<file path="src/rtl/prism_sp_config.sv">
// Shared definitions for the PRISM SP TX queue unit: command encoding,
// DMA queue entry layout and dispatcher states.
package prism_sp_config;

   localparam int NCMDS            = 6;
   localparam int CMD_META_PUSH    = 0;
   localparam int CMD_META_FULL    = 1;
   localparam int CMD_DATA_COUNT   = 2;
   localparam int CMD_DMA_ENQ      = 3;
   localparam int CMD_DMA_STATUS   = 4;
   localparam int CMD_DMA_DONE_CNT = 5;

   // Length field sized for the widest legal LEN_WIDTH; narrower lengths are zero-extended.
   localparam int MAX_LEN_W = 31;

   typedef struct packed {
      logic [31:0]          addr;
      logic [MAX_LEN_W-1:0] len;
      logic                 cont;
   } dma_entry_t;

   typedef enum logic [1:0] {
      DSP_IDLE,
      DSP_WAIT_BUSY,
      DSP_WAIT_DONE
   } dsp_state_e;

   function automatic logic is_onehot(input logic [NCMDS-1:0] v);
      return (v != '0) && ((v & (v - NCMDS'(1))) == '0);
   endfunction

endpackage

</file>
<file path="src/rtl/prism_sp_cmd_queue.sv">
// Small power-of-2 FIFO for DMA commands; push while full is dropped,
// full is judged on pre-pop occupancy.
module prism_sp_cmd_queue #(
   parameter int WIDTH = 8,
   parameter int DEPTH = 4,
   localparam int AW   = $clog2(DEPTH),
   localparam int CW   = AW + 1
) (
   input  logic             clk,
   input  logic             rst_n,
   input  logic             push_i,
   input  logic [WIDTH-1:0] data_i,
   input  logic             pop_i,
   output logic [WIDTH-1:0] head_o,
   output logic             full_o,
   output logic             empty_o,
   output logic [CW-1:0]    count_o
);

   logic [WIDTH-1:0] mem_q [DEPTH];
   logic [AW-1:0]    wr_ptr_q, rd_ptr_q;
   logic [CW-1:0]    count_q;
   logic             do_push, do_pop;

   assign full_o  = (count_q == CW'(DEPTH));
   assign empty_o = (count_q == '0);
   assign count_o = count_q;
   assign head_o  = mem_q[rd_ptr_q];
   assign do_push = push_i & ~full_o;
   assign do_pop  = pop_i & ~empty_o;

   always_ff @(posedge clk or negedge rst_n) begin
      if (!rst_n) begin
         wr_ptr_q <= '0;
         rd_ptr_q <= '0;
         count_q  <= '0;
      end else begin
         if (do_push) wr_ptr_q <= wr_ptr_q + AW'(1);
         if (do_pop)  rd_ptr_q <= rd_ptr_q + AW'(1);
         case ({do_push, do_pop})
            2'b10:   count_q <= count_q + CW'(1);
            2'b01:   count_q <= count_q - CW'(1);
            default: count_q <= count_q;
         endcase
      end
   end

   always_ff @(posedge clk) begin
      if (do_push) mem_q[wr_ptr_q] <= data_i;
   end

endmodule

</file>
<file path="src/rtl/prism_sp_unit_tx_q.sv">
// TX-side command unit: metadata push, FIFO/status queries and a queued
// DMA dispatcher that issues one transfer at a time to the DMA engine.
module prism_sp_unit_tx_q
   import prism_sp_config::*;
#(
   parameter int RESULT_WIDTH = 32,
   parameter int DATA_WIDTH   = 64,
   parameter int COUNT_WIDTH  = 10,
   parameter int QDEPTH       = 4,
   parameter int LEN_WIDTH    = 16
) (
   input  logic                    clk,
   input  logic                    rst_n,
   input  logic                    cmd_valid,
   output logic                    cmd_ready,
   input  logic [NCMDS-1:0]        cmd,
   input  logic [31:0]             rs1,
   input  logic [31:0]             rs2,
   output logic                    result_valid,
   output logic [RESULT_WIDTH-1:0] result,
   input  logic [COUNT_WIDTH-1:0]  tx_data_wr_data_count,
   output logic                    meta_wr_en,
   output logic [31:0]             meta_wr_data,
   input  logic                    meta_full,
   output logic                    dma_start,
   output logic [31:0]             dma_addr,
   output logic [LEN_WIDTH-1:0]    dma_len,
   output logic                    dma_cont,
   input  logic                    dma_busy
);

   localparam int SH  = $clog2(DATA_WIDTH / 8);
   localparam int QCW = $clog2(QDEPTH) + 1;

   logic                    result_valid_q;
   logic [RESULT_WIDTH-1:0] result_q, result_d;
   logic                    meta_wr_en_q;
   logic [31:0]             meta_wr_data_q;
   logic [15:0]             done_cnt_q;
   dsp_state_e              state_q;
   logic                    dma_start_q, dma_cont_q;
   logic [31:0]             dma_addr_q;
   logic [LEN_WIDTH-1:0]    dma_len_q;

   logic       accept, cmd_ok, clr_done, complete, q_pop;
   dma_entry_t enq_entry, q_head;
   logic       q_full, q_empty;
   logic [QCW-1:0] q_count;

   logic [RESULT_WIDTH+COUNT_WIDTH+SH-1:0] dc_wide;
   logic [RESULT_WIDTH+15:0]               done_wide;
   logic                                   unused_bits;

   assign cmd_ready = ~result_valid_q;
   assign accept    = cmd_valid & cmd_ready;
   assign cmd_ok    = accept & is_onehot(cmd);
   assign clr_done  = cmd_ok & cmd[CMD_DMA_DONE_CNT];
   assign complete  = (state_q == DSP_WAIT_DONE) & ~dma_busy;
   assign q_pop     = (state_q == DSP_IDLE) & ~q_empty & ~dma_busy;

   assign enq_entry.addr = rs1;
   assign enq_entry.len  = MAX_LEN_W'(rs2[LEN_WIDTH-1:0]);
   assign enq_entry.cont = rs2[31];

   prism_sp_cmd_queue #(
      .WIDTH ($bits(dma_entry_t)),
      .DEPTH (QDEPTH)
   ) u_queue (
      .clk     (clk),
      .rst_n   (rst_n),
      .push_i  (cmd_ok & cmd[CMD_DMA_ENQ]),
      .data_i  (enq_entry),
      .pop_i   (q_pop),
      .head_o  (q_head),
      .full_o  (q_full),
      .empty_o (q_empty),
      .count_o (q_count)
   );

   // Byte count = word count scaled by bytes per FIFO word.
   assign dc_wide     = {{(RESULT_WIDTH+SH){1'b0}}, tx_data_wr_data_count} << SH;
   assign done_wide   = {{RESULT_WIDTH{1'b0}}, done_cnt_q};
   assign unused_bits = ^{rs2, q_head.len};

   always_comb begin
      result_d = '0;
      if (is_onehot(cmd)) begin
         if (cmd[CMD_META_FULL])         result_d[0] = meta_full;
         else if (cmd[CMD_DATA_COUNT])   result_d = dc_wide[RESULT_WIDTH-1:0];
         else if (cmd[CMD_DMA_ENQ])      result_d[0] = q_full;
         else if (cmd[CMD_DMA_STATUS]) begin
            result_d[0]     = (state_q != DSP_IDLE) | dma_busy;
            result_d[QCW:1] = q_count;
         end
         else if (cmd[CMD_DMA_DONE_CNT]) result_d = done_wide[RESULT_WIDTH-1:0];
      end
   end

   always_ff @(posedge clk or negedge rst_n) begin
      if (!rst_n) begin
         result_valid_q <= 1'b0;
         result_q       <= '0;
         meta_wr_en_q   <= 1'b0;
         meta_wr_data_q <= '0;
      end else begin
         result_valid_q <= accept;
         if (accept) result_q <= result_d;
         meta_wr_en_q <= cmd_ok & cmd[CMD_META_PUSH];
         if (cmd_ok & cmd[CMD_META_PUSH]) meta_wr_data_q <= rs1;
      end
   end

   // A completion landing on the same cycle as a read-and-clear is kept.
   always_ff @(posedge clk or negedge rst_n) begin
      if (!rst_n)
         done_cnt_q <= '0;
      else if (clr_done)
         done_cnt_q <= complete ? 16'd1 : 16'd0;
      else if (complete && done_cnt_q != 16'hFFFF)
         done_cnt_q <= done_cnt_q + 16'd1;
   end

   always_ff @(posedge clk or negedge rst_n) begin
      if (!rst_n) begin
         state_q     <= DSP_IDLE;
         dma_start_q <= 1'b0;
         dma_addr_q  <= '0;
         dma_len_q   <= '0;
         dma_cont_q  <= 1'b0;
      end else begin
         dma_start_q <= 1'b0;
         case (state_q)
            DSP_IDLE: if (q_pop) begin
               dma_start_q <= 1'b1;
               dma_addr_q  <= q_head.addr;
               dma_len_q   <= q_head.len[LEN_WIDTH-1:0];
               dma_cont_q  <= q_head.cont;
               state_q     <= DSP_WAIT_BUSY;
            end
            DSP_WAIT_BUSY: if (dma_busy) state_q <= DSP_WAIT_DONE;
            DSP_WAIT_DONE: if (!dma_busy) state_q <= DSP_IDLE;
            default: state_q <= DSP_IDLE;
         endcase
      end
   end

   assign result_valid = result_valid_q;
   assign result       = result_q;
   assign meta_wr_en   = meta_wr_en_q;
   assign meta_wr_data = meta_wr_data_q;
   assign dma_start    = dma_start_q;
   assign dma_addr     = dma_addr_q;
   assign dma_len      = dma_len_q;
   assign dma_cont     = dma_cont_q;

endmodule
</file>
<file path="config.mk">
export PLATFORM = sky130hd
export DESIGN_NAME = prism_sp_unit_tx_q
export DESIGN_NICKNAME = d
export VERILOG_FILES = /design/src/rtl/prism_sp_config.sv /design/src/rtl/prism_sp_cmd_queue.sv /design/src/rtl/prism_sp_unit_tx_q.sv
export SDC_FILE = /design/constraint.sdc
export NUM_CORES = 1
export LEC_CHECK = 0
export BUFFER_PORTS_ARGS = -buffer_cell sky130_fd_sc_hd__buf_4
export CAP_MARGIN = 20
export CORE_UTILIZATION = 58
export CTS_CLUSTER_SIZE = 30
export DETAILED_ROUTE_END_ITERATION = 10
export PLACE_DENSITY_LB_ADDON = 0.12
export SLEW_MARGIN = 20
export SYNTH_ARGS = -nofsm -noshare
export SYNTH_HDL_FRONTEND = slang
export SYNTH_HIERARCHICAL = 1
export SYNTH_SLANG_ARGS = --single-unit
</file>
<file path="constraint.sdc">
create_clock -name clk -period 3.8 [get_ports clk]
set_clock_uncertainty 0.05 [all_clocks]
set_input_delay 0.76 -clock clk [delete_from_list [all_inputs] [get_ports clk]]
set_output_delay 0.76 -clock clk [all_outputs]
set_load 0.05 [all_outputs]
</file>
=== Word level (Yosys, flattened, before mapping) ===
Memories as Yosys holds them, arrays and structs flattened. A register that Yosys moved wholly into a read port is not among the register bits.
Index checks and enable logic that the tools add are counted.
W data, S select, Z words.

* Add/subtract/negate cells: 6
* Bitwise gates (word level): 16
* Equal/unequal tests: 9
* Reductions and logical operators: 12
* Multiplexer cells: 21

{| class="wikitable"
|+ Operators with widths
! kind !! number
|-
| $mux W32 || 2
|-
| $mux W16 || 3
|-
| $mux W31 || 1
|-
| $add A16 B1 Y16 const B || 1
|-
| $ne A16 B16 Y1 const B || 1
|-
| $mux W15 || 1
|-
| $mux W12 || 1
|-
| $and A1 B1 Y1 || 10
|-
| $mux W1 || 7
|-
| $and A6 B6 Y6 || 1
|-
| $logic_not A6 Y1 || 1
|-
| $mux W2 || 3
|-
| $pmux W2 S3 || 1
|-
| $pmux W3 S2 || 1
|-
| $reduce_bool A2 Y1 || 3
|-
| $reduce_bool A6 Y1 || 1
|-
| $sub A6 B1 Y6 const B || 1
|-
| $add A2 B1 Y2 const B || 2
|-
| $eq A2 B1 Y1 const B || 2
|-
| $eq A2 B2 Y1 const B || 2
|-
| $mux W4 || 1
|-
| $ne A2 B2 Y1 const B || 2
|-
| $not A1 Y1 || 4
|-
| $add A3 B1 Y3 const B || 1
|-
| other kinds (10) || 11
|}

* Memories kept: 1
* Output and inout port bits: 117
* RAM bits: 196
* Flip-flop bits (word level): 92
* Word-level logic and storage cells: 75

{| class="wikitable"
|+ Memory list
! memory !! depth !! width !! read ports !! clocked after memory_dff !! write ports !! line !! RTL
|-
| u_queue.mem_q || 4 || 49 || 1 || 1 || 1 || prism_sp_cmd_queue.sv:20 || <nowiki>logic [WIDTH-1:0] mem_q [DEPTH];</nowiki>
|}

=== Longest topological paths before layout ===
Gate-level depths: netlist of run 1.

* Depth in word-level cells: 9
* Gate-level depth with buffers: 14
* Mapped depth without buffers: 13

=== Hierarchy ===
The synthesis of run 1 kept the hierarchy.

{| class="wikitable"
|+ By module, submodules not included
! module !! area an instance (um^2) !! seq. area each (um^2) !! cells each !! instances
|-
| prism_sp_cmd_queue || 9655.5 || 7862.5 || 371 || 1
|-
| prism_sp_unit_tx_q || 5011.1 || 2952.8 || 384 || 1
|}

=== Least setup slack after synthesis of run 1 ===
Ideal clock, no wire load.

* Kind: in2reg
* Start point: input cmd[3]
* End point: memory u_queue/mem_q[0][0] in the netlist's numbering, enable pin
* Stages: 8
* Data required time: 3.321 ns
* Arrival: 3.627 ns
* Setup time: 0.429 ns
* Path slack: -0.305 ns
* Buffers on the path: 1
* Cell sequence: or4_4 -> mux2i_1 -> o21ai_1 -> nand2_2 -> buf_6 -> nor2_1 -> nor2b_2 -> and2_1

* Cells in the longest elaborated chain, start to end: 9
* Elaborated cells between the ends (all ways): 10
* Classes of those cells: 1 x add/sub; 2 x mux; 4 x bitwise; 3 x reduce/logical

{| class="wikitable"
|+ RTL lines
! what !! line !! RTL
|-
| start: declaration || prism_sp_unit_tx_q.sv:16 || <nowiki>input logic [NCMDS-1:0] cmd,</nowiki>
|-
| $sub A6 B1 Y6 || prism_sp_config.sv:29 || <nowiki>return (v != '0) && ((v & (v - NCMDS'(1))) == '0);</nowiki>
|-
| $and A6 B6 Y6 || prism_sp_config.sv:29 ||
|-
| $logic_not A6 Y1 || prism_sp_config.sv:29 ||
|-
| $logic_and A1 B1 Y1 || prism_sp_config.sv:29 ||
|-
| $and A1 B1 Y1 || prism_sp_unit_tx_q.sv:56 || <nowiki>assign cmd_ok = accept & is_onehot(cmd);</nowiki>
|-
| $and A1 B1 Y1 * || prism_sp_unit_tx_q.sv:71 || <nowiki>.push_i (cmd_ok & cmd[CMD_DMA_ENQ]),</nowiki>
|-
| $and A1 B1 Y1 * || prism_sp_cmd_queue.sv:29 || <nowiki>assign do_push = push_i & ~full_o;</nowiki>
|-
| $mux W1 * || prism_sp_cmd_queue.sv:49 || <nowiki>if (do_push) mem_q[wr_ptr_q] <= data_i;</nowiki>
|-
| $mux W1 (implied by the code) * || prism_sp_cmd_queue.sv:49 ||
|-
| end: declaration || prism_sp_cmd_queue.sv:20 ||
|}

Mark *: on every way between the ends. The rest lies on a longest branch, timed or not.

=== Worst setup path after layout of run 1 ===
* Start point: input cmd[3]
* End point: register u_queue.count_q[2], in the netlist u_queue/count_o[2]

* Cells in the longest elaborated chain, start to end: 9
* Elaborated cells between the ends (all ways): 12
* Classes of those cells: 1 x add/sub; 2 x eq/ne; 1 x mux; 4 x bitwise; 4 x reduce/logical

{| class="wikitable"
|+ RTL lines
! what !! line !! RTL
|-
| $sub A6 B1 Y6 || prism_sp_config.sv:29 ||
|-
| $and A6 B6 Y6 || prism_sp_config.sv:29 ||
|-
| $logic_not A6 Y1 || prism_sp_config.sv:29 ||
|-
| $logic_and A1 B1 Y1 || prism_sp_config.sv:29 ||
|-
| $and A1 B1 Y1 || prism_sp_unit_tx_q.sv:56 ||
|-
| $and A1 B1 Y1 * || prism_sp_unit_tx_q.sv:71 ||
|-
| $and A1 B1 Y1 * || prism_sp_cmd_queue.sv:29 ||
|-
| $eq A2 B1 Y1 / $eq A2 B2 Y1 (equally long branches) || prism_sp_cmd_queue.sv:40 || <nowiki>case ({do_push, do_pop})</nowiki>
|-
| $pmux W3 S2 / $reduce_bool A2 Y1 (equally long branches) || n/a ||
|-
| end signal: assignment || prism_sp_cmd_queue.sv:41 || <nowiki>2'b10: count_q <= count_q + CW'(1);</nowiki>
|-
| end signal: assignment || prism_sp_cmd_queue.sv:42 || <nowiki>2'b01: count_q <= count_q - CW'(1);</nowiki>
|-
| end signal: assignment || prism_sp_cmd_queue.sv:43 || <nowiki>default: count_q <= count_q;</nowiki>
|-
| end: declaration || prism_sp_cmd_queue.sv:22 || <nowiki>logic [CW-1:0] count_q;</nowiki>
|}

Marked as above.
A chain may end at the register's enable or synchronous reset.

==> results of run 1 <==
-- stage by stage --
step | instances | hold WS (ns) | power (mW)
floorplan | 695 | 0.414 | 7.16
global placement | 1103 | 0.422 | 8.03
detailed placement | 1103 | 0.426 | 8.13
CTS | 1161 | 0.336 | 11.1
global route | 1162 | 0.340 | 11.5
finish | 1162 | 0.285 | 11.0
-- routing by layer --
| layer | routed length [um] | GRT usage (%) | up-vias | part of all wire [%] |
|---|---|---|---|---|
| met2 | 12100 | 37.6 | 199 | 52 |
| met3 | 1240 | 3.36 | 28 | 5.3 |
| met1 | 9550 | 29.8 | 3337 | 41 |
| met5 | 0 | 0 | - | 0 |
| li1 | - | - | 2946 | - |
| met4 | 376 | 5.61 | 0 | 1.6 |
-- worst max-delay path: cells and delay by family --
family          cells  cell delay, ns
xor+xnor            2            0.33
simple gates        5            1.21
buf+inv             3            0.28
compound gates      1            0.12
fa+ha+maj           2            0.55
mux                 1            0.22
-- sequential cells by signal, indices dropped and copies added (netlist names) --
name,count
dma_addr,32
dma_cont,1
dma_len,16
dma_start,1
done_cnt_q,16
meta_wr_data,32
meta_wr_en,1
result,16
result_valid,1
state_q,2
u_queue/count_o,3
u_queue/mem_q,196
u_queue/rd_ptr_q,2
u_queue/wr_ptr_q,2
-- power groups by stage --
stage	Sequential [mW]	Clock [mW]	Combinational [mW]
3_5_place_dp	4.75	0	3.38
3_3_place_gp	4.73	0	3.30
4_1_cts	4.68	3.03	3.39
6_report	4.57	2.96	3.48
2_1_floorplan	5.67	0	1.49
5_1_grt	4.64	3.16	3.68
-- worst min path at each step --
| stage | slack [ns] | start | end |
|---|---|---|---|
| global placement | 0.42 | result[12] | result[12] |
| finish | 0.28 | rst_n | dma_addr[7] |
| detailed placement | 0.43 | result[3] | result[3] |
| CTS | 0.34 | rs2[10] | u_queue/mem_q[2][11] |
| global route | 0.34 | rs2[10] | u_queue/mem_q[3][11] |
| floorplan | 0.41 | rst_n | dma_addr[0] |
-- area by class of cell --
class                      count  area [um^2]  area share [%]
inverter                      12         45.0           0.299
clock inverter                13          119           0.790
multi-input combinational    316         3210            21.3
timing repair buffer         180         1430            9.49
sequential                   321         9020            60.0
clock buffer                  45          878            5.84
tap                          275          344            2.29
==> impl_metrics.xml, run 1 <==
<?xml version="1.0" encoding="UTF-8"?>
<metrics>
  <group name="pwr">
    <metric name="share_clk_of_total_power" unit="%">26.9</metric>
    <metric name="power_leakage" unit="nW">5.89</metric>
    <metric name="power_frac_comb" unit="%">31.6</metric>
    <metric name="power.density" unit="nW/um^2">732</metric>
    <metric name="ir_drop" unit="mV">0.371</metric>
    <metric name="p_sw" unit="mW">3.71</metric>
    <metric name="netSwitchingFraction" unit="%">33.7</metric>
    <metric name="power_report.internal_total" unit="mW">7.31</metric>
    <metric name="seq_power_share" unit="%">41.5</metric>
  </group>
  <group name="worst_setup_path">
    <metric name="worst_setup_start_kind" unit="">primary input</metric>
    <metric name="worst_ep_required_time" unit="ns">4.21</metric>
    <metric name="startpoint" unit="">cmd[3]</metric>
    <metric name="slowest_stage" unit="">or4_4</metric>
    <metric name="rr_startpoint" unit="">result_valid</metric>
    <metric name="path_class" unit="">in2reg</metric>
    <metric name="reg2reg_setup_slack" unit="ns">1.22</metric>
    <metric name="end_kind" unit="">flop</metric>
    <metric name="worst_setup_path_endpoint" unit="">u_queue/count_o[2]</metric>
    <metric name="timing.rr.end" unit="">u_queue/count_o[2]</metric>
    <metric name="worst_ep_arrival_time" unit="ns">3.47</metric>
    <metric name="r2r.worst_path.cells" unit="">13</metric>
    <metric name="crit_chain" unit="">buf_4 &gt; or4_4 &gt; mux2i_1 &gt; o21ai_1 &gt; nand2_2 &gt; nor2_1 &gt; nor2b_2 &gt; inv_1 &gt; ha_1 &gt; inv_1 &gt; fa_1 &gt; xor2_1 &gt; nor2_1 &gt; xor2_1</metric>
    <metric name="critPathMaxStageDelay" unit="ns">0.56</metric>
    <metric name="cp_max_fo" unit="">17</metric>
  </group>
  <group name="synthesis">
    <metric name="ys.warnings.count" unit="">6</metric>
    <metric name="mappedNetlistArea" unit="um^2">12500</metric>
    <metric name="postSynthAreaPerCell" unit="um^2">18.4</metric>
    <metric name="gate_count_after_technology_mapping" unit="">680</metric>
  </group>
  <group name="status">
    <metric name="status" unit="">finished clean</metric>
  </group>
  <group name="die">
    <metric name="design.die.area" unit="um^2">22200</metric>
    <metric name="floorplan.die.height" unit="um">149</metric>
    <metric name="initial_utilization" unit="%">59.4</metric>
    <metric name="pin_count" unit="">202</metric>
    <metric name="floorplan.rows" unit="">53</metric>
    <metric name="dieWidth" unit="um">149</metric>
    <metric name="core_area" unit="um^2">21100</metric>
  </group>
  <group name="timing">
    <metric name="finalSetupTns" unit="ns">0</metric>
    <metric name="period_share" unit="%">80.5</metric>
    <metric name="tightestPinTransition" unit="ns">0.899</metric>
    <metric name="timing.final.max_slew_violations" unit="">0</metric>
    <metric name="slew_headroom" unit="%">40.1</metric>
    <metric name="finalCriticalPeriod" unit="ns">3.06</metric>
    <metric name="timing.final.ws_setup" unit="ns">0.741</metric>
    <metric name="max_clock_freq" unit="MHz">327</metric>
    <metric name="rsz0062_at_grt" unit="">no</metric>
    <metric name="setup_violations" unit="">0</metric>
    <metric name="hold_viol" unit="">0</metric>
  </group>
  <group name="cts">
    <metric name="post_cts.resized_instances" unit="">0</metric>
    <metric name="cts_tree" unit="">done</metric>
    <metric name="clkTransAtPathRegs" unit="ns">0.06</metric>
    <metric name="insertion_delay" unit="ns">0.55</metric>
    <metric name="cts.repair_timing.setup_buffer_count" unit="">0</metric>
    <metric name="ctsRootBufferMaster" unit="">clkbuf_16</metric>
    <metric name="max-clock-path-buffers" unit="">3</metric>
    <metric name="cts.sinks" unit="">321</metric>
    <metric name="holdBufCountCts" unit="">0</metric>
    <metric name="numCtsBuffers" unit="">31</metric>
    <metric name="clock_h_tree_levels" unit="">1</metric>
  </group>
  <group name="drt">
    <metric name="detailroute.via_count" unit="">6510</metric>
    <metric name="antenna_left" unit="">0</metric>
    <metric name="drc" unit="">0</metric>
    <metric name="drt-total-wl" unit="um">23300</metric>
    <metric name="first_iter_violations" unit="">421</metric>
    <metric name="viasPerCell" unit="">5.60</metric>
    <metric name="firstDrtPassIters" unit="">5</metric>
    <metric name="routedWlPerCell" unit="um">20.1</metric>
  </group>
  <group name="placement">
    <metric name="io_buffers" unit="">170</metric>
    <metric name="hpwlAfterDp" unit="um">14100</metric>
    <metric name="place.gp.congestion" unit="">0.889</metric>
    <metric name="place_area" unit="um^2">14000</metric>
    <metric name="pre_cts_ws" unit="ns">0.245</metric>
  </group>
  <group name="cells_and_area">
    <metric name="final_cell_area" unit="um^2">15000</metric>
    <metric name="number_of_inserted_diodes" unit="">0</metric>
    <metric name="fillers" unit="">1348</metric>
    <metric name="fin_nets" unit="">954</metric>
    <metric name="final_layout_size_suffix_gt1_share" unit="%">41.9</metric>
    <metric name="highest_count_cells_in_the_layout_ignoring_fill_and_taps" unit="">edfxtp_1, buf_4, dfrtp_1</metric>
    <metric name="flow.area_growth_from_synthesis" unit="%">20.1</metric>
    <metric name="mostFrequentLayoutCell" unit="">edfxtp_1</metric>
    <metric name="final_util" unit="%">71.3</metric>
  </group>
  <group name="run">
    <metric name="timing.max_cap.violations" unit="">0</metric>
  </group>
  <group name="global_routing">
    <metric name="first_pass_grt_wire_length" unit="um">37300</metric>
    <metric name="grtUsageTotal" unit="%">22.0</metric>
    <metric name="via_count_of_the_first_global_routing_pass" unit="">6984</metric>
    <metric name="global_route_overflow" unit="">0</metric>
    <metric name="pin_count_of_the_biggest_net_entering_global_routing" unit="">106</metric>
    <metric name="antenna_violations_before_repair" unit="">0</metric>
  </group>
  <group name="min_path">
    <metric name="holdCritPathClass" unit="">in2async</metric>
  </group>
</metrics>
Power figures use the tool's default switching activity.
==> run 2: changes to the inputs <==
- CORE_UTILIZATION: 58 -> 52
- clock period: 3.8 -> 2.8 ns (I/O delays scaled with it)
==> impl_metrics.xml, run 2 (synthesis results as in run 1) <==
<?xml version="1.0" encoding="UTF-8"?>
<metrics>
  <group name="timing">
    <metric name="setup_violations" unit="">0</metric>
    <metric name="max_clock_freq" unit="MHz">431</metric>
    <metric name="timing.final.max_slew_violations" unit="">0</metric>
    <metric name="slew_headroom" unit="%">48.4</metric>
    <metric name="hold_ws" unit="ns">0.167</metric>
    <metric name="finalCriticalPeriod" unit="ns">2.32</metric>
    <metric name="rsz0062_at_grt" unit="">no</metric>
    <metric name="hold_viol" unit="">0</metric>
    <metric name="tightestPinTransition" unit="ns">0.774</metric>
    <metric name="period_share" unit="%">82.9</metric>
  </group>
  <group name="pwr">
    <metric name="report.power.total" unit="mW">15.0</metric>
    <metric name="ir_drop" unit="mV">0.564</metric>
    <metric name="power_leakage" unit="nW">6.04</metric>
    <metric name="power.density" unit="nW/um^2">972</metric>
  </group>
  <group name="cts">
    <metric name="cts.repair_timing.setup_buffer_count" unit="">0</metric>
    <metric name="post_cts.resized_instances" unit="">0</metric>
    <metric name="ctsRootBufferMaster" unit="">clkbuf_16</metric>
    <metric name="max-clock-path-buffers" unit="">3</metric>
    <metric name="cts_tree" unit="">done</metric>
    <metric name="clock_h_tree_levels" unit="">1</metric>
    <metric name="cts.sinks" unit="">321</metric>
    <metric name="numCtsBuffers" unit="">31</metric>
    <metric name="insertion_delay" unit="ns">0.54</metric>
    <metric name="clkTransAtPathRegs" unit="ns">0.06</metric>
  </group>
  <group name="cells_and_area">
    <metric name="number_of_inserted_diodes" unit="">0</metric>
    <metric name="mostFrequentLayoutCell" unit="">edfxtp_1</metric>
    <metric name="final_layout_size_suffix_gt1_share" unit="%">43.8</metric>
    <metric name="largest_reg_flops" unit="">196</metric>
    <metric name="fin_nets" unit="">981</metric>
    <metric name="flow.area_growth_from_synthesis" unit="%">23.0</metric>
    <metric name="top_register" unit="">u_queue/mem_q</metric>
    <metric name="highest_count_cells_in_the_layout_ignoring_fill_and_taps" unit="">edfxtp_1, buf_4, dfrtp_1</metric>
    <metric name="final_util" unit="%">65.5</metric>
  </group>
  <group name="worst_setup_path">
    <metric name="critPathBufInv" unit="">3</metric>
    <metric name="end_kind" unit="">flop</metric>
    <metric name="crit_family" unit="">simple AND/OR/NAND/NOR gates</metric>
    <metric name="slowest_stage" unit="">or4_4</metric>
    <metric name="worst_ep_required_time" unit="ns">3.22</metric>
    <metric name="crit_chain" unit="">buf_4 &gt; or4_4 &gt; mux2i_1 &gt; o21ai_1 &gt; nand2_2 &gt; nor2_1 &gt; nor2b_4 &gt; inv_1 &gt; ha_2 &gt; inv_2 &gt; fa_2 &gt; xor2_1 &gt; nor2_1 &gt; xor2_1</metric>
    <metric name="critPathMaxStageDelay" unit="ns">0.55</metric>
    <metric name="path_class" unit="">in2reg</metric>
    <metric name="worst_setup_start_kind" unit="">primary input</metric>
    <metric name="cp_max_fo" unit="">3</metric>
    <metric name="worst_ep_arrival_time" unit="ns">2.74</metric>
  </group>
  <group name="placement">
    <metric name="hpwlAfterDp" unit="um">15900</metric>
    <metric name="io_buffers" unit="">170</metric>
    <metric name="place.gp.congestion" unit="">0.873</metric>
  </group>
  <group name="drt">
    <metric name="drc" unit="">0</metric>
    <metric name="detailroute.via_count" unit="">6662</metric>
    <metric name="first_iter_violations" unit="">370</metric>
    <metric name="antenna_left" unit="">0</metric>
    <metric name="routedWlPerCell" unit="um">19.5</metric>
    <metric name="viasPerCell" unit="">5.41</metric>
    <metric name="firstDrtPassIters" unit="">4</metric>
    <metric name="drt-total-wl" unit="um">24000</metric>
  </group>
  <group name="status">
    <metric name="status" unit="">finished clean</metric>
  </group>
  <group name="die">
    <metric name="initial_utilization" unit="%">53.2</metric>
    <metric name="floorplan.rows" unit="">56</metric>
    <metric name="dieWidth" unit="um">157</metric>
    <metric name="design.die.area" unit="um^2">24700</metric>
    <metric name="floorplan.die.height" unit="um">157</metric>
    <metric name="pin_count" unit="">202</metric>
    <metric name="core_area" unit="um^2">23500</metric>
  </group>
  <group name="global_routing">
    <metric name="first_pass_grt_wire_length" unit="um">37700</metric>
    <metric name="pin_count_of_the_biggest_net_entering_global_routing" unit="">50</metric>
    <metric name="global_route_overflow" unit="">0</metric>
    <metric name="grtUsageTotal" unit="%">20.0</metric>
    <metric name="via_count_of_the_first_global_routing_pass" unit="">7097</metric>
    <metric name="antenna_violations_before_repair" unit="">0</metric>
  </group>
  <group name="min_path">
    <metric name="holdCritPathClass" unit="">in2reg</metric>
  </group>
  <group name="run">
    <metric name="timing.max_cap.violations" unit="">0</metric>
  </group>
</metrics>
## run 2: cell types whose count changed in the layout (fill, tap and decap cells not counted), sizes merged
cell and delta:
buf +27, bufinv -1, clkbuf +5, clkinv -4
dlygate4sd3 +1, inv -2
## run 2: report_power, final
group          internal [mW]  switching (mW)
logic                   2.00            2.82
clock network           2.34            1.62
registers               5.63           0.578
total                   9.97            5.01
## run 2: worst paths after layout
path                                    startpoint                   to  slack (ns)  cells after the start
worst max-delay path                        cmd[3]   u_queue/count_o[2]        0.48                     14
worst min-delay path                        rs2[7]  u_queue/mem_q[2][8]        0.17                      1
worst max register to register  u_queue/count_o[0]   u_queue/count_o[2]        0.60                      9
worst min register to register           result[5]            result[5]        0.44                      2
max in group asynchronous                    rst_n     meta_wr_data[26]        1.46                      3
min in group asynchronous                    rst_n      meta_wr_data[9]        0.47                      2
## run 2: what timing repair did
| action | in CTS | in global routing |
|---|---|---|
| endpoints found under the hold margin | 37 | 0 |
| hold buffers | 1 | 0 |
| endpoints found under the setup margin | 0 | 0 |
## run 2: per-layer routing
layer	up-vias	track usage [%]	share of wire (%)	wire (um)
li1	3002	-	-	-
met2	161	34.9	52	12500
met1	3457	26.5	42	10100
met3	42	2.62	3.7	881
met5	-	0	0	0
met4	0	5.41	2.0	482
## run 2: metrics by stage
stage / setup WS (ns) / setup TNS, ns / cells / area, um^2
floorplan: -0.0489 / -0.0489 / 695 / 12600
global placement: -0.0382 / -0.0382 / 1174 / 14400
detailed placement: -0.0799 / -0.0799 / 1174 / 14400
CTS: 0.506 / 0 / 1232 / 15400
global route: 0.288 / 0 / 1232 / 15400
finish: 0.478 / 0 / 1232 / 15400
## run 2: area by class of cell
| class | count | area (um^2) |
|---|---|---|
| clock buffer | 51 | 931 |
| clock inverter | 6 | 53.8 |
| fill | 1678 | 8130 |
| inverter | 12 | 48.8 |
| multi-input combinational | 316 | 3230 |
| sequential | 321 | 9020 |
| tap | 319 | 399 |
| timing repair buffer | 207 | 1740 |
==> run 3: changes to the inputs <==
- ABC_AREA: unset -> 1
- CORE_UTILIZATION: 52 -> 59
- clock period: 2.8 -> 2.16 ns (I/O delays scaled with it)
==> impl_metrics.xml, run 3 <==
<?xml version="1.0" encoding="UTF-8"?>
<metrics>
  <group name="status">
    <metric name="status" unit="">finished clean</metric>
  </group>
  <group name="placement">
    <metric name="place.gp.congestion" unit="">0.855</metric>
    <metric name="io_buffers" unit="">170</metric>
    <metric name="hpwlAfterDp" unit="um">18300</metric>
    <metric name="pre_cts_ws" unit="ns">-0.235</metric>
  </group>
  <group name="worst_setup_path">
    <metric name="end_kind" unit="">flop</metric>
    <metric name="worst_ep_required_time" unit="ns">2.52</metric>
    <metric name="worst_ep_arrival_time" unit="ns">2.50</metric>
    <metric name="path_class" unit="">reg2reg</metric>
    <metric name="cp_max_fo" unit="">2</metric>
    <metric name="worst_setup_start_kind" unit="">flop</metric>
  </group>
  <group name="drt">
    <metric name="firstDrtPassIters" unit="">5</metric>
    <metric name="detailroute.via_count" unit="">9542</metric>
    <metric name="met3WireLength" unit="um">1620</metric>
    <metric name="drt-total-wl" unit="um">29100</metric>
    <metric name="routedLengthMet1" unit="um">12300</metric>
    <metric name="viasPerCell" unit="">5.30</metric>
    <metric name="first_iter_violations" unit="">567</metric>
    <metric name="routedWlPerCell" unit="um">16.2</metric>
    <metric name="antenna_left" unit="">0</metric>
    <metric name="drc" unit="">0</metric>
    <metric name="highest-signal-layer" unit="">met4</metric>
    <metric name="wl_met2" unit="um">14500</metric>
  </group>
  <group name="timing">
    <metric name="hold_viol" unit="">0</metric>
    <metric name="finalCriticalPeriod" unit="ns">2.15</metric>
    <metric name="tightestPinTransition" unit="ns">0.674</metric>
    <metric name="timing.final.ws_setup" unit="ns">0.0138</metric>
    <metric name="slew_headroom" unit="%">55.1</metric>
    <metric name="period_share" unit="%">99.4</metric>
    <metric name="setup_violations" unit="">0</metric>
    <metric name="timing.final.max_slew_violations" unit="">0</metric>
    <metric name="max_clock_freq" unit="MHz">466</metric>
  </group>
  <group name="cts">
    <metric name="ctsRootBufferMaster" unit="">clkbuf_16</metric>
    <metric name="cts.sinks" unit="">321</metric>
    <metric name="cts_tree" unit="">done</metric>
    <metric name="numCtsBuffers" unit="">35</metric>
    <metric name="clkTransAtPathRegs" unit="ns">0.06</metric>
    <metric name="insertion_delay" unit="ns">0.50</metric>
    <metric name="clock_h_tree_levels" unit="">2</metric>
    <metric name="max-clock-path-buffers" unit="">3</metric>
  </group>
  <group name="pwr">
    <metric name="report.power.total" unit="mW">20.4</metric>
    <metric name="ir_drop" unit="mV">0.827</metric>
    <metric name="power_leakage" unit="nW">7.64</metric>
    <metric name="power.density" unit="nW/um^2">1230</metric>
  </group>
  <group name="synthesis">
    <metric name="postSynthAreaPerCell" unit="um^2">10.6</metric>
    <metric name="ys.warnings.count" unit="">6</metric>
    <metric name="mappedNetlistArea" unit="um^2">13700</metric>
    <metric name="gate_count_after_technology_mapping" unit="">1291</metric>
  </group>
  <group name="cells_and_area">
    <metric name="largest_reg_flops" unit="">196</metric>
    <metric name="multiInputGateArea" unit="um^2">3690</metric>
    <metric name="fin_nets" unit="">1582</metric>
    <metric name="seqCellArea" unit="um^2">9020</metric>
    <metric name="final_util" unit="%">73.2</metric>
    <metric name="flow.area_growth_from_synthesis" unit="%">21.4</metric>
    <metric name="highest_count_cells_in_the_layout_ignoring_fill_and_taps" unit="">nand2_1, buf_4, edfxtp_1</metric>
    <metric name="top_register" unit="">u_queue/mem_q</metric>
    <metric name="number_of_inserted_diodes" unit="">0</metric>
    <metric name="fillers" unit="">1580</metric>
    <metric name="mostFrequentLayoutCell" unit="">nand2_1</metric>
    <metric name="final_layout_size_suffix_gt1_share" unit="%">20.7</metric>
  </group>
  <group name="min_path">
    <metric name="holdCritPathClass" unit="">in2reg</metric>
  </group>
  <group name="die">
    <metric name="initial_utilization" unit="%">60.3</metric>
    <metric name="pin_count" unit="">202</metric>
    <metric name="dieWidth" unit="um">154</metric>
    <metric name="floorplan.rows" unit="">55</metric>
    <metric name="design.die.area" unit="um^2">23800</metric>
    <metric name="core_area" unit="um^2">22700</metric>
    <metric name="floorplan.die.height" unit="um">154</metric>
  </group>
  <group name="global_routing">
    <metric name="via_count_of_the_first_global_routing_pass" unit="">9267</metric>
    <metric name="pin_count_of_the_biggest_net_entering_global_routing" unit="">67</metric>
    <metric name="first_pass_grt_wire_length" unit="um">46900</metric>
    <metric name="antenna_violations_before_repair" unit="">0</metric>
    <metric name="grtUsageTotal" unit="%">25.2</metric>
    <metric name="global_route_overflow" unit="">0</metric>
  </group>
  <group name="run">
    <metric name="timing.max_cap.violations" unit="">0</metric>
  </group>
</metrics>
run 3: worst paths after layout:
kind	slack, ns	end	start	cells past startpoint
min in group asynchronous	0.41	dma_len[7]	rst_n	2
hold / removal	0.08	u_queue/mem_q[1][11]	rs2[10]	1
setup reg to reg	0.01	u_queue/count_o[1]	result_valid	12
max in group asynchronous	1.00	meta_wr_data[12]	rst_n	3
setup / recovery	0.01	u_queue/count_o[1]	result_valid	12
hold reg to reg	0.42	dma_addr[30]	dma_addr[30]	2
run 3: routing by layer:
| layer | vias up | GRT usage [%] |
|---|---|---|
| li1 | 4638 | - |
| met5 | - | 0 |
| met3 | 54 | 4.01 |
| met1 | 4553 | 33.1 |
| met4 | 0 | 7.83 |
| met2 | 297 | 43.3 |
run 3: through the flow:
stage                     hold WS, ns  area, um^2  std cells  setup TNS (ns)
after floorplan                0.0864       13800       1306         -132.23
after global placement          0.397       15400       1733          -10.12
after detailed placement        0.394       15400       1733          -13.55
after CTS                      0.0585       16600       1797               0
after global routing           0.0650       16600       1800          -0.401
final                          0.0784       16600       1800               0
run 3: power breakdown:
part | switching [mW] | total (mW) | internal (mW)
logic | 4.96 | 7.08 | 2.12
registers | 0.472 | 7.72 | 7.25
clock network | 2.26 | 5.64 | 3.38
run 3: cell type report:
| cell class | instances | area share [%] |
|---|---|---|
| tap | 285 | 2.15 |
| clock inverter | 17 | 0.813 |
| timing repair buffer | 229 | 11.5 |
| sequential | 321 | 54.2 |
| multi-input combinational | 762 | 22.2 |
| inverter | 141 | 3.24 |
| clock buffer | 45 | 5.80 |
run 3: critical path: stages, from the launching register on:
cell,delay [ns]
dfrtp_2,0.43
inv_6,0.06
nand2_4,0.04
nor2_2,0.09
nand3_2,0.10
nor2_4,0.16
nand2_4,0.07
nor2_4,0.12
nand2_4,0.08
ha_4,0.18
inv_2,0.06
fa_2,0.44
o21ai_1,0.17
run 3: repair_timing:
action                     CTS  global route
hold buffers                 1             0
buffers inserted             1             3
setup endpoints to repair    9           140
pin swaps                    2             6
resized for setup            4            11
hold endpoints to repair    53             0
